===== src/rtl/gpio_seq_ctrl.sv =====
// GPIO pattern sequencer: plays up to eight timed (pattern, duration) steps into the GPIO
// write port and arbitrates CPU GPIO accesses against playback.
module gpio_seq_ctrl #(
  parameter int unsigned PRESC_W = 16,
  parameter int unsigned DUR_W   = 8
) (
  input  logic        clk_i,
  input  logic        rst_i,
  input  logic        sel_i,
  input  logic        wen_i,
  input  logic [3:0]  addr_i,
  input  logic [31:0] data_i,
  output logic [31:0] data_o,
  input  logic        cpu_gpio_sel_i,
  input  logic        cpu_gpio_wen_i,
  input  logic [31:0] cpu_gpio_data_i,
  output logic [31:0] cpu_gpio_data_o,
  output logic        gpio_sel_o,
  output logic        gpio_wen_o,
  output logic [31:0] gpio_data_o,
  input  logic [31:0] gpio_data_i
);

  localparam int unsigned StepW = 8 + DUR_W;

  typedef enum logic [1:0] {StIdle, StLoad, StHold} state_e;

  state_e             r_state, w_state_d;
  logic [2:0]         r_step, w_step_d;
  logic [2:0]         r_len;
  logic [PRESC_W-1:0] r_presc, r_p_lat, r_pcnt;
  logic [DUR_W-1:0]   r_d_lat, r_dcnt;
  logic               r_loop, r_blocked;
  logic [StepW-1:0]   r_steps [8];

  logic             w_wr, w_ctrl_wr, w_start, w_stop, w_busy, w_hold_done, w_blk_set;
  logic             w_unused_data;
  logic [StepW-1:0] w_cur_step;

  assign w_wr          = sel_i & wen_i;
  assign w_ctrl_wr     = w_wr & (addr_i == 4'h0);
  assign w_stop        = w_ctrl_wr & data_i[1];
  assign w_start       = w_ctrl_wr & data_i[0] & ~data_i[1];
  assign w_busy        = (r_state != StIdle);
  assign w_hold_done   = (r_pcnt == r_p_lat) & (r_dcnt == r_d_lat);
  assign w_cur_step    = r_steps[r_step];
  assign w_blk_set     = w_busy & cpu_gpio_sel_i & cpu_gpio_wen_i;
  assign w_unused_data = ^data_i;

  always_ff @(posedge clk_i or posedge rst_i) begin
    if (rst_i) begin
      r_state <= StIdle;
      r_step  <= '0;
    end else begin
      r_state <= w_state_d;
      r_step  <= w_step_d;
    end
  end

  always_comb begin
    w_state_d = r_state;
    w_step_d  = r_step;
    case (r_state)
      StIdle: begin
        if (w_start) begin
          w_state_d = StLoad;
          w_step_d  = '0;
        end
      end
      StLoad: w_state_d = StHold;
      StHold: begin
        // LEN and LOOP are sampled live so software can extend or end a running sequence.
        if (w_hold_done) begin
          if (r_step < r_len) begin
            w_step_d  = r_step + 3'd1;
            w_state_d = StLoad;
          end else if (r_loop) begin
            w_step_d  = '0;
            w_state_d = StLoad;
          end else begin
            w_state_d = StIdle;
          end
        end
      end
      default: w_state_d = StIdle;
    endcase
    if (w_stop) w_state_d = StIdle;
  end

  always_comb begin
    gpio_sel_o      = cpu_gpio_sel_i;
    gpio_wen_o      = cpu_gpio_wen_i;
    gpio_data_o     = cpu_gpio_data_i;
    cpu_gpio_data_o = gpio_data_i;
    case (r_state)
      StLoad: begin
        gpio_sel_o      = 1'b1;
        gpio_wen_o      = 1'b1;
        gpio_data_o     = {24'b0, w_cur_step[7:0]};
        cpu_gpio_data_o = '0;
      end
      StHold: begin
        gpio_sel_o = cpu_gpio_sel_i & ~cpu_gpio_wen_i;
        gpio_wen_o = 1'b0;
      end
      default: ;
    endcase
  end

  // Tick and duration counters; P and D are frozen at LOAD so mid-step writes wait a step.
  always_ff @(posedge clk_i or posedge rst_i) begin
    if (rst_i) begin
      r_pcnt  <= '0;
      r_dcnt  <= '0;
      r_p_lat <= '0;
      r_d_lat <= '0;
    end else if (r_state == StLoad) begin
      r_pcnt  <= '0;
      r_dcnt  <= '0;
      r_p_lat <= r_presc;
      r_d_lat <= w_cur_step[StepW-1:8];
    end else if (r_state == StHold && !w_hold_done) begin
      if (r_pcnt == r_p_lat) begin
        r_pcnt <= '0;
        r_dcnt <= r_dcnt + 1'b1;
      end else begin
        r_pcnt <= r_pcnt + 1'b1;
      end
    end
  end

  always_ff @(posedge clk_i or posedge rst_i) begin
    if (rst_i) begin
      r_len   <= '0;
      r_presc <= '0;
      r_loop  <= 1'b0;
      for (int i = 0; i < 8; i++) r_steps[i] <= '0;
    end else if (w_wr) begin
      case (addr_i)
        4'h0: r_loop  <= data_i[2];
        4'h1: r_len   <= data_i[2:0];
        4'h2: r_presc <= data_i[PRESC_W-1:0];
        default: if (addr_i[3]) r_steps[addr_i[2:0]] <= data_i[StepW-1:0];
      endcase
    end
  end

  // A fresh blocked write beats a same-cycle clear.
  always_ff @(posedge clk_i or posedge rst_i) begin
    if (rst_i) begin
      r_blocked <= 1'b0;
    end else if (w_blk_set) begin
      r_blocked <= 1'b1;
    end else if (w_ctrl_wr && data_i[3]) begin
      r_blocked <= 1'b0;
    end
  end

  always_comb begin
    data_o = '0;
    if (sel_i && !wen_i) begin
      case (addr_i)
        4'h0: data_o[6:0] = {r_step, r_blocked, r_loop, 1'b0, w_busy};
        4'h1: data_o[2:0] = r_len;
        4'h2: data_o[PRESC_W-1:0] = r_presc;
        default: if (addr_i[3]) data_o[StepW-1:0] = r_steps[addr_i[2:0]];
      endcase
    end
  end

endmodule


===== config.mk =====
export PLATFORM = sky130hd
export DESIGN_NAME = gpio_seq_ctrl
export DESIGN_NICKNAME = d
export VERILOG_FILES = /design/src/rtl/gpio_seq_ctrl.sv
export SDC_FILE = /design/constraint.sdc
export NUM_CORES = 1
export LEC_CHECK = 0
export BUFFER_PORTS_ARGS = -buffer_cell sky130_fd_sc_hd__buf_2
export CAP_MARGIN = 5
export CORE_MARGIN = 1.5
export CORE_UTILIZATION = 45
export DETAILED_ROUTE_END_ITERATION = 10
export PLACE_DENSITY = 0.73
export SLEW_MARGIN = 20
export SYNTH_ARGS = -nofsm -noshare
export SYNTH_HDL_FRONTEND = slang
export SYNTH_SLANG_ARGS = --single-unit

===== constraint.sdc =====
create_clock -name clk_i -period 16.4 [get_ports clk_i]
set_input_delay 1.64 -clock clk_i [delete_from_list [all_inputs] [get_ports clk_i]]
set_output_delay 1.64 -clock clk_i [all_outputs]
set_load 0.03 [all_outputs]

==> metrics.md, run 1 <==
| Metric | Value |
|---|---|
| Cell Rows | 58 |
| Number of synthesis warnings | 0 |
| Min Tclk post-route | 5.40 ns |
| Max-Cap Viols | 0 |
| Top Usage Layer GRT | met2 |
| Max Slew Vio Count | 0 |
| Fmax | between 0.15 and 0.2 GHz |
| Total clock sinks | 202 |
| Setup crit start | addr_i[0] |
| CTS H-Tree Depth | 1 |
| Design area | between 0.01 and 0.015 sq mm |
| Area Growth Syn to Fin | 16.4% |
| RSZ-0062 raised after global routing | no |
| Residual DRC | 0 |
| Status | completed |
| Worst Skew | between 0.007 and 0.008 ns |
| EDFF count, synth | 0 |
| Lkg Pwr | ~6 nW |
| Maximum fanout along the worst path | around 50 |
| Sequential share of the synthesized area | 44.4% |
| Worst path arrival time | roughly 3.8 ns |
| Total grt overflow | 0 |
| Number of synthesized register bits | around 200 |
| Fillers | ~2100 |
| Yosys cell types | between 50 and 60 |
| Met2 Use GR | 38.5% |
| Placed Area | 0.0124 sq mm |
| Worst-skew pair later-pin latency | 0.50 ns |
| Reg clk slew, reported paths | 0.06 ns |
| Synth top area share | around 44% |
| FFs w/ async S/R, synth | 100% |
| Layout cells sized above 1 | a little over two fifths |
| Setup CP Type | in -> out |
| Worst R2R Start | r_pcnt[5] |
| Post-CTS setup buffer count | 0 |
| Initial Utilization | 45.6% |
| Nets | approximately 1200 |
| Drt pass-1 iters | 5 |
| Max_slew headroom | between 30% and 40% |
| Gpl congestion | about 0.8 |
| Hold Path Class | reg -> reg |
| Period utilization | approximately 33% |
| Largest net degree at the start of global routing | roughly 120 |
| Initial antenna violation count | 2 |
| Antenna Violating Nets Remaining | 0 |
| Clock buffer depth | 3 |
| GR Util met3 | 3.65% |
| TritonCTS Buffers | 22 |
| Flop2flop setup slack | ~13 ns |
| Worst Path Required | about 15 ns |
| Crit path capture type | output port |
| Drt wl/cell | 20.4 um |
| First-pass GRT wire length | 46100 um |
| Full die area | about 0.026 sq mm |
| Max rail drop VDD | 0.109 mV |
| Core area | ~0.025 sq mm |
| Post-synth design cell area | between 0.01 and 0.015 sq mm |
| All-Layer GR Usage | between 20% and 30% |
| Iter 0 DRT Violations | 620 |
| Hold Violations, Final | 0 |
| Die X-Extent | between 150 and 200 um |
| IO Pins | 204 |
| Routed WL | 29400 um |
| Met1 Use GR | 28.2% |
| Syn Inst Count | roughly 950 |
| Hold_sp | r_steps[27] |
| I/O Buffers | 171 |
| Vias in the first global route | around 8400 |
| Setup_tns | 0 ns |
| Vias | roughly 8400 |
| Root Buffer | clkbuf_16 |
| Die Span Y | between 150 and 200 um |
| Least-Margin Pin Slew | slightly above 1 ns |
| Startpoint class of the critical path | input pin |
| Top post-synthesis cells by area | dfrtp_1 44%, mux2_2 18%, mux4_2 9.1% |
| CTS tree | done |
| P per Cell Area | roughly 150 mW/mm^2 |
| Post_cts resized | 0 |
| Leading area contributor after synthesis | dfrtp_1 |
| Detailed placement HPWL | roughly 19000 um |
| Post-CTS Hold Buffers | 0 |
| Ys flop type | dfrtp_1 |
| Final setup fails | 0 |
| Vias per cell | 5.81 |
| Synthesized area per cell | 12.0 sq um |
cell type report:
class                           count  area (sq um)  share of cell area, %
Multi-Input combinational cell    666          5910                   44.7
Timing Repair Buffer              188           991                   7.48
Antenna cell                        1          2.50                 0.0189
Sequential cell                   202          5060                   38.2
Tap cell                          330           413                   3.12
Clock inverter                      9           173                   1.30
Inverter                           13          56.3                  0.425
Clock buffer                       31           636                   4.80
synth_stat cells, types with 2 or more instances:
cell type / count
ha_1: 9
a31oi_1: 2
o21a_1: 3
nor3_1: 8
mux4_2: 46
a22oi_1: 19
a21oi_1: 49
nor4_1: 3
buf_2: 21
or4_1: 3
nor2b_1: 59
a22o_1: 3
o31ai_1: 3
o22ai_1: 7
buf_1: 4
mux2_2: 184
nand4_1: 6
buf_6: 3
inv_1: 13
mux2_1: 4
o2111ai_1: 3
and3_1: 5
xnor2_1: 14
o211ai_1: 3
or2_2: 2
nor2_1: 57
xor2_1: 20
o21ai_0: 21
and2_1: 7
nand3_1: 11
or3_1: 4
a221oi_1: 2
nand2b_1: 8
nor4_2: 4
clkbuf_1: 36
nand2_1: 28
dfrtp_1: 202
buf_4: 18
a21o_1: 3
mux2i_1: 33
worst paths after layout:
path                               end  cells past startpoint
min in group asynchronous    r_dcnt[3]                      2
max                         data_o[14]                      8
max reg2reg                 r_pcnt[13]                      6
min reg2reg                r_steps[27]                      1
max in group asynchronous   r_presc[6]                      3
min                        r_steps[27]                      1
through the flow:
stage	total power, mW	hold slack [ns]	setup WS, ns	cells	utilization [%]
3_3_place_gp	1.39	0.505	10.98	1398	49.7
5_1_grt	2.05	0.543	10.89	1440	53.0
4_1_cts	1.96	0.527	10.97	1439	53.0
6_report	1.95	0.525	11.00	1440	53.0
3_5_place_dp	1.41	0.513	10.98	1399	49.8
2_1_floorplan	1.23	0.462	9.25	964	-
cells by family (layout without fill, tap and decap cells):
kind of cell             after synthesis  count (layout)  synth area share, %
XOR/XNOR                              34              34                 2.62
buffers and inverters                 96             241                 4.20
AND/OR/NAND/NOR                      213             213                 10.2
flip-flops                           202             202                 44.4
adder cells (fa/ha/maj)                9               9                0.990
other                                  1              17               0.0330
multiplexers                         267             267                 30.6
AO/OA/AOI/OAI                        127             127                 6.95
state kept, by name, indices dropped and copies added, names as in the netlist:
signal,count
r_blocked,1
r_d_lat,8
r_dcnt,8
r_len,3
r_loop,1
r_p_lat,16
r_pcnt,16
r_presc,16
r_state,2
r_step,3
r_steps,128
power breakdown:
part | leakage, nW | internal, mW | switching, mW
logic | 2.94 | 0.306 | 0.407
clock network | 0.393 | 0.349 | 0.203
registers | 2.60 | 0.605 | 0.0840
total | 5.94 | 1.26 | 0.694
critical path, cell delays in order:
cell     delay [ns]
buf_2          0.07
buf_4          0.58
and2_1         0.47
a21oi_1        0.12
o22ai_1        0.15
o21ai_0        0.13
a21oi_1        0.30
buf_2          0.27
cells in the final DEF, fill, tap and decap left out, types with 11 or more instances in the layout:
cell | synthesis | final
xor2_1 | 20 | 20
nand3_1 | 11 | 11
mux2i_1 | 33 | 33
nor2b_1 | 59 | 59
nor2_1 | 57 | 57
a21oi_1 | 49 | 49
clkbuf_16 | 0 | 23
xnor2_1 | 14 | 14
buf_4 | 18 | 15
mux2_2 | 184 | 184
o21ai_0 | 21 | 21
nand2_1 | 28 | 28
dfrtp_1 | 202 | 201
conb_1 | 1 | 16
buf_2 | 21 | 171
a22oi_1 | 19 | 19
mux4_2 | 46 | 46
inv_1 | 13 | 12
routing by layer:
layer,up-vias,routed length [um]
met5,-,13
li1,3713,-
met4,2,1200
met3,86,2260
met2,374,14300
met1,4186,11700
Note: power is estimated with default switching activity, not from simulation.
==> run 2, diff against run 1 <==
--- a/config.mk
+++ b/config.mk
@@ -5,12 +5,13 @@
 export SDC_FILE = /design/constraint.sdc
 export NUM_CORES = 1
 export LEC_CHECK = 0
+export ABC_AREA = 1
 export BUFFER_PORTS_ARGS = -buffer_cell sky130_fd_sc_hd__buf_2
 export CAP_MARGIN = 5
 export CORE_MARGIN = 1.5
 export CORE_UTILIZATION = 45
 export DETAILED_ROUTE_END_ITERATION = 10
-export PLACE_DENSITY = 0.73
+export PLACE_DENSITY = 0.72
 export SLEW_MARGIN = 20
 export SYNTH_ARGS = -nofsm -noshare
 export SYNTH_HDL_FRONTEND = slang
==> constraint.sdc (replaced) <==
create_clock -name clk_i -period 5.3 [get_ports clk_i]
set_input_delay 0.53 -clock clk_i [delete_from_list [all_inputs] [get_ports clk_i]]
set_output_delay 0.53 -clock clk_i [all_outputs]
set_load 0.03 [all_outputs]
==> metrics.md, run 2 <==
| Metric | Value |
|---|---|
| Gpl congestion | 0.842 (was 0.823) |
| Most frequent cells in the layout | 405 x nand2_1, 233 x o21ai_0, 200 x dfrtp_1 (was 201 x dfrtp_1, 184 x mux2_2, 171 x buf_2) |
| Critical Path Max Stage Delay | 0.42 ns (was 0.58 ns) |
| TritonCTS Buffers | 24 (was 22) |
| Fmax | roughly 0.28 GHz |
| R2R cell count | 7 (was 6) |
| Cell Rows | 58 (unchanged) |
| Hold Path Class | in -> reg (was reg -> reg) |
| Initial Utilization | 46.0% (was 45.6%) |
| Worst path slowest cell | o31ai_1 (was buf_4) |
| Critical path's top delay family | buffers and inverters (unchanged) |
| Worst Path Required | 4.77 ns (was 14.76 ns) |
| Synth top area share | 43.3% (was 44.4%) |
| Clock buffer depth | 3 (unchanged) |
| Synthesized area per cell | 7.19 sq um (was 12.0 sq um) |
| Least-Margin Pin Slew | 1.11 ns (was 1.01 ns) |
| Worst path depth | 9 (was 8) |
| Leading area contributor after synthesis | dfrtp_1 (unchanged) |
| Largest net degree at the start of global routing | 162 (was 123) |
| Max-Cap Viols | 0 (unchanged) |
| Multiplexer share of the synthesized area | 0.343% (was 30.6%) |
| IO Pins | 204 (unchanged) |
| Post-CTS setup buffer count | 0 (unchanged) |
| Syn Inst Count | 1622 (was 949) |
| Xor and xnor area share after synthesis | 0.976% (was 2.62%) |
| Top post-synthesis cells by area | dfrtp_1 43%, nand2_1 13%, o21ai_0 10% (was dfrtp_1 44%, mux2_2 18%, mux4_2 9.1%) |
| Max Slew Vio Count | 0 (unchanged) |
| Most flops, register | r_steps (unchanged) |
| Maximum fanout along the worst path | 23 (was 51) |
| Setup CP Type | in -> out (unchanged) |
| Final setup fails | 0 (unchanged) |
| Worst path arrival time | 3.02 ns (was 3.76 ns) |
| Startpoint class of the critical path | input pin (unchanged) |
| Largest family of logic cells by synthesized area | compound AO/OA/AOI/OAI gates (was multiplexers) |
| CTS tree | done (unchanged) |
| I/O Buffers | 171 (unchanged) |
| Vias per cell | 5.36 (was 5.81) |
| FFs w/ async S/R, synth | 100% (unchanged) |
| Fillers | 2409 (was 2099) |
| Core area | 0.0253 sq mm (was 0.0250 sq mm) |
| Antenna Violating Nets Remaining | 0 (unchanged) |
| Layout cells sized above 1 | 15.8% (was 42.2%) |
| Reg clk slew, reported paths | 0.06 ns (about the same) |
| Post-CTS Hold Buffers | 0 (unchanged) |
| Worst-skew pair later-pin latency | 0.52 ns (was 0.50 ns) |
| Root Buffer | clkbuf_16 (unchanged) |
| Post-synthesis compound-gate area fraction | 21.5% (was 6.95%) |
| Total power | 5.69 mW (was 1.95 mW) |
| CTS H-Tree Depth | 1 (unchanged) |
| Commonest non-fill, non-tap cell in the layout | nand2_1 (was dfrtp_1) |
| Vias | 11200 (was 8361) |
| Initial antenna violation count | 0 (was 2) |
| Total clock sinks | 202 (unchanged) |
| Vias in the first global route | 10300 (was 8374) |
| Ys flop type | dfrtp_1 (unchanged) |
| Worst Hold Path Cells | 3 (was 1) |
| Hold Violations, Final | 0 (unchanged) |
| Detailed placement HPWL | 21800 um (was 19100 um) |
| Drt pass-1 iters | 5 (unchanged) |
| Max reg flops | 128 (unchanged) |
| Iter 0 DRT Violations | 882 (was 620) |
| Worst Skew | 0.0195 ns (was 0.00775 ns) |
| RSZ-0062 raised after global routing | no (unchanged) |
| Post_cts resized | 0 (unchanged) |
| Area Growth Syn to Fin | 14.5% (was 16.4%) |
| Design area | 0.0134 sq mm (was 0.0132 sq mm) |
| Number of synthesis warnings | 0 (unchanged) |
| Simple-gate share of the synthesized area | 21.4% (was 10.2%) |
| Routed WL | 33400 um (was 29400 um) |
| Total grt overflow | 0 (unchanged) |
| Number of synthesized register bits | 202 (unchanged) |
| Most common cell in the synthesized netlist | nand2_1 (was dfrtp_1) |
| Max rail drop VDD | 0.340 mV (was 0.109 mV) |
| Period utilization | between 60 and 70% |
| Lkg Pwr | 6.68 nW (was 5.94 nW) |
| Worst path most repeated cell | buf_2 |
| Residual DRC | 0 (unchanged) |
| EDFF count, synth | 0 (unchanged) |
| CP bufs+invs | 4 (was 3) |
| Post-Synth Adder-Cell Area | 0.966% (was 0.990%) |
| All-Layer GR Usage | 25.1% (was 22.5%) |
| First-pass GRT wire length | 53400 um (was 46100 um) |
| Nets | 1855 (was 1208) |
| Yosys cell types | 42 (was 59) |
| Setup_tns | 0 ns (unchanged) |
| Most frequent cells after synthesis | 406 x nand2_1, 233 x o21ai_0, 202 x dfrtp_1 (was 202 x dfrtp_1, 184 x mux2_2, 59 x nor2b_1) |
| Die X-Extent | 164 um (was 162 um) |
| Max_slew headroom | 25.9% (was 32.6%) |
| Critical Path, Cell by Cell | buf_2, inv_2, nand2_2, clkinv_2, nand2_1, o21ai_1, o31ai_1, a21oi_1, buf_2 (was buf_2, buf_4, and2_1, a21oi_1, o22ai_1, o21ai_0, a21oi_1, buf_2) |
| Placed Area | 0.0126 sq mm (was 0.0124 sq mm) |
| Min Tclk post-route | ~3.6 ns |
| Full die area | 0.0269 sq mm (was 0.0262 sq mm) |
| Die Span Y | 164 um (was 162 um) |
| Crit path capture type | output port (unchanged) |
| ANT cells | 0 (was 1) |
| Status | completed (unchanged) |
| Sequential share of the synthesized area | 43.3% (was 44.4%) |
| P per Cell Area | 426 mW/mm^2 (was 148 mW/mm^2) |
| Post-synth design cell area | 0.0117 sq mm (was 0.0114 sq mm) |
| Drt wl/cell | 16.0 um (was 20.4 um) |
==> run 2: cells by family after synthesis <==
logic type	Yosys count
compound gates	465
mux	4
flops	202
fa+ha+maj	9
simple gates	608
buf+inv	320
xor+xnor	13
other cells	1
==> run 2: cell type report <==
type                    instances  area (sq um)  share of cell area (%)
multi-input cells            1115          5360                    40.1
clock buffers                  39           738                    5.53
clock inverters                 2          13.8                   0.103
well taps                     330           413                    3.09
inverters                     214           808                    6.05
flip-flops and latches        202          5060                    37.9
repair buffers                183           958                    7.18
==> run 2: worst reg2reg max path: stages, from the launching register on <==
cell,delay [ns]
dfrtp_1,0.39
inv_1,0.10
ha_4,0.28
inv_1,0.68
nand2_1,0.51
nor2_1,0.51
nand2_1,0.12
o21ai_2,0.08
==> run 2: final timing paths <==
kind | start | to | slack [ns]
setup / recovery | addr_i[0] | data_o[11] | 1.75
hold / removal | data_i[4] | r_steps[68] | 0.25
setup reg to reg | r_state[1] | r_pcnt[13] | 2.53
hold reg to reg | r_len[0] | r_len[0] | 0.49
max in group asynchronous | rst_i | r_pcnt[2] | 3.92
min in group asynchronous | rst_i | r_steps[31] | 0.28
==> run 2: per-layer routing <==
| metal | GRT usage [%] | wire (um) | up-vias |
|---|---|---|---|
| li1 | - | - | 5447 |
| met2 | 41.8 | 15700 | 453 |
| met3 | 3.21 | 2460 | 81 |
| met5 | 0 | 0 | - |
| met4 | 8.80 | 1220 | 0 |
| met1 | 33.5 | 14000 | 5204 |
==> run 2: power by group <==
part	internal [mW]	switching (mW)	leakage (nW)
combinational	0.587	1.41	3.73
clock	0.943	0.640	0.369
sequential	1.86	0.250	2.58
==> run 2: metrics by stage <==
stage	hold WS [ns]	utilization, %	instances	setup WS, ns
after floorplan	0.453	-	1637	2.15
after global placement	0.467	49.7	2044	1.87
after detailed placement	0.474	49.7	2044	1.88
after CTS	0.242	52.7	2085	1.87
after global routing	0.254	52.7	2085	1.67
final	0.250	52.7	2085	1.75
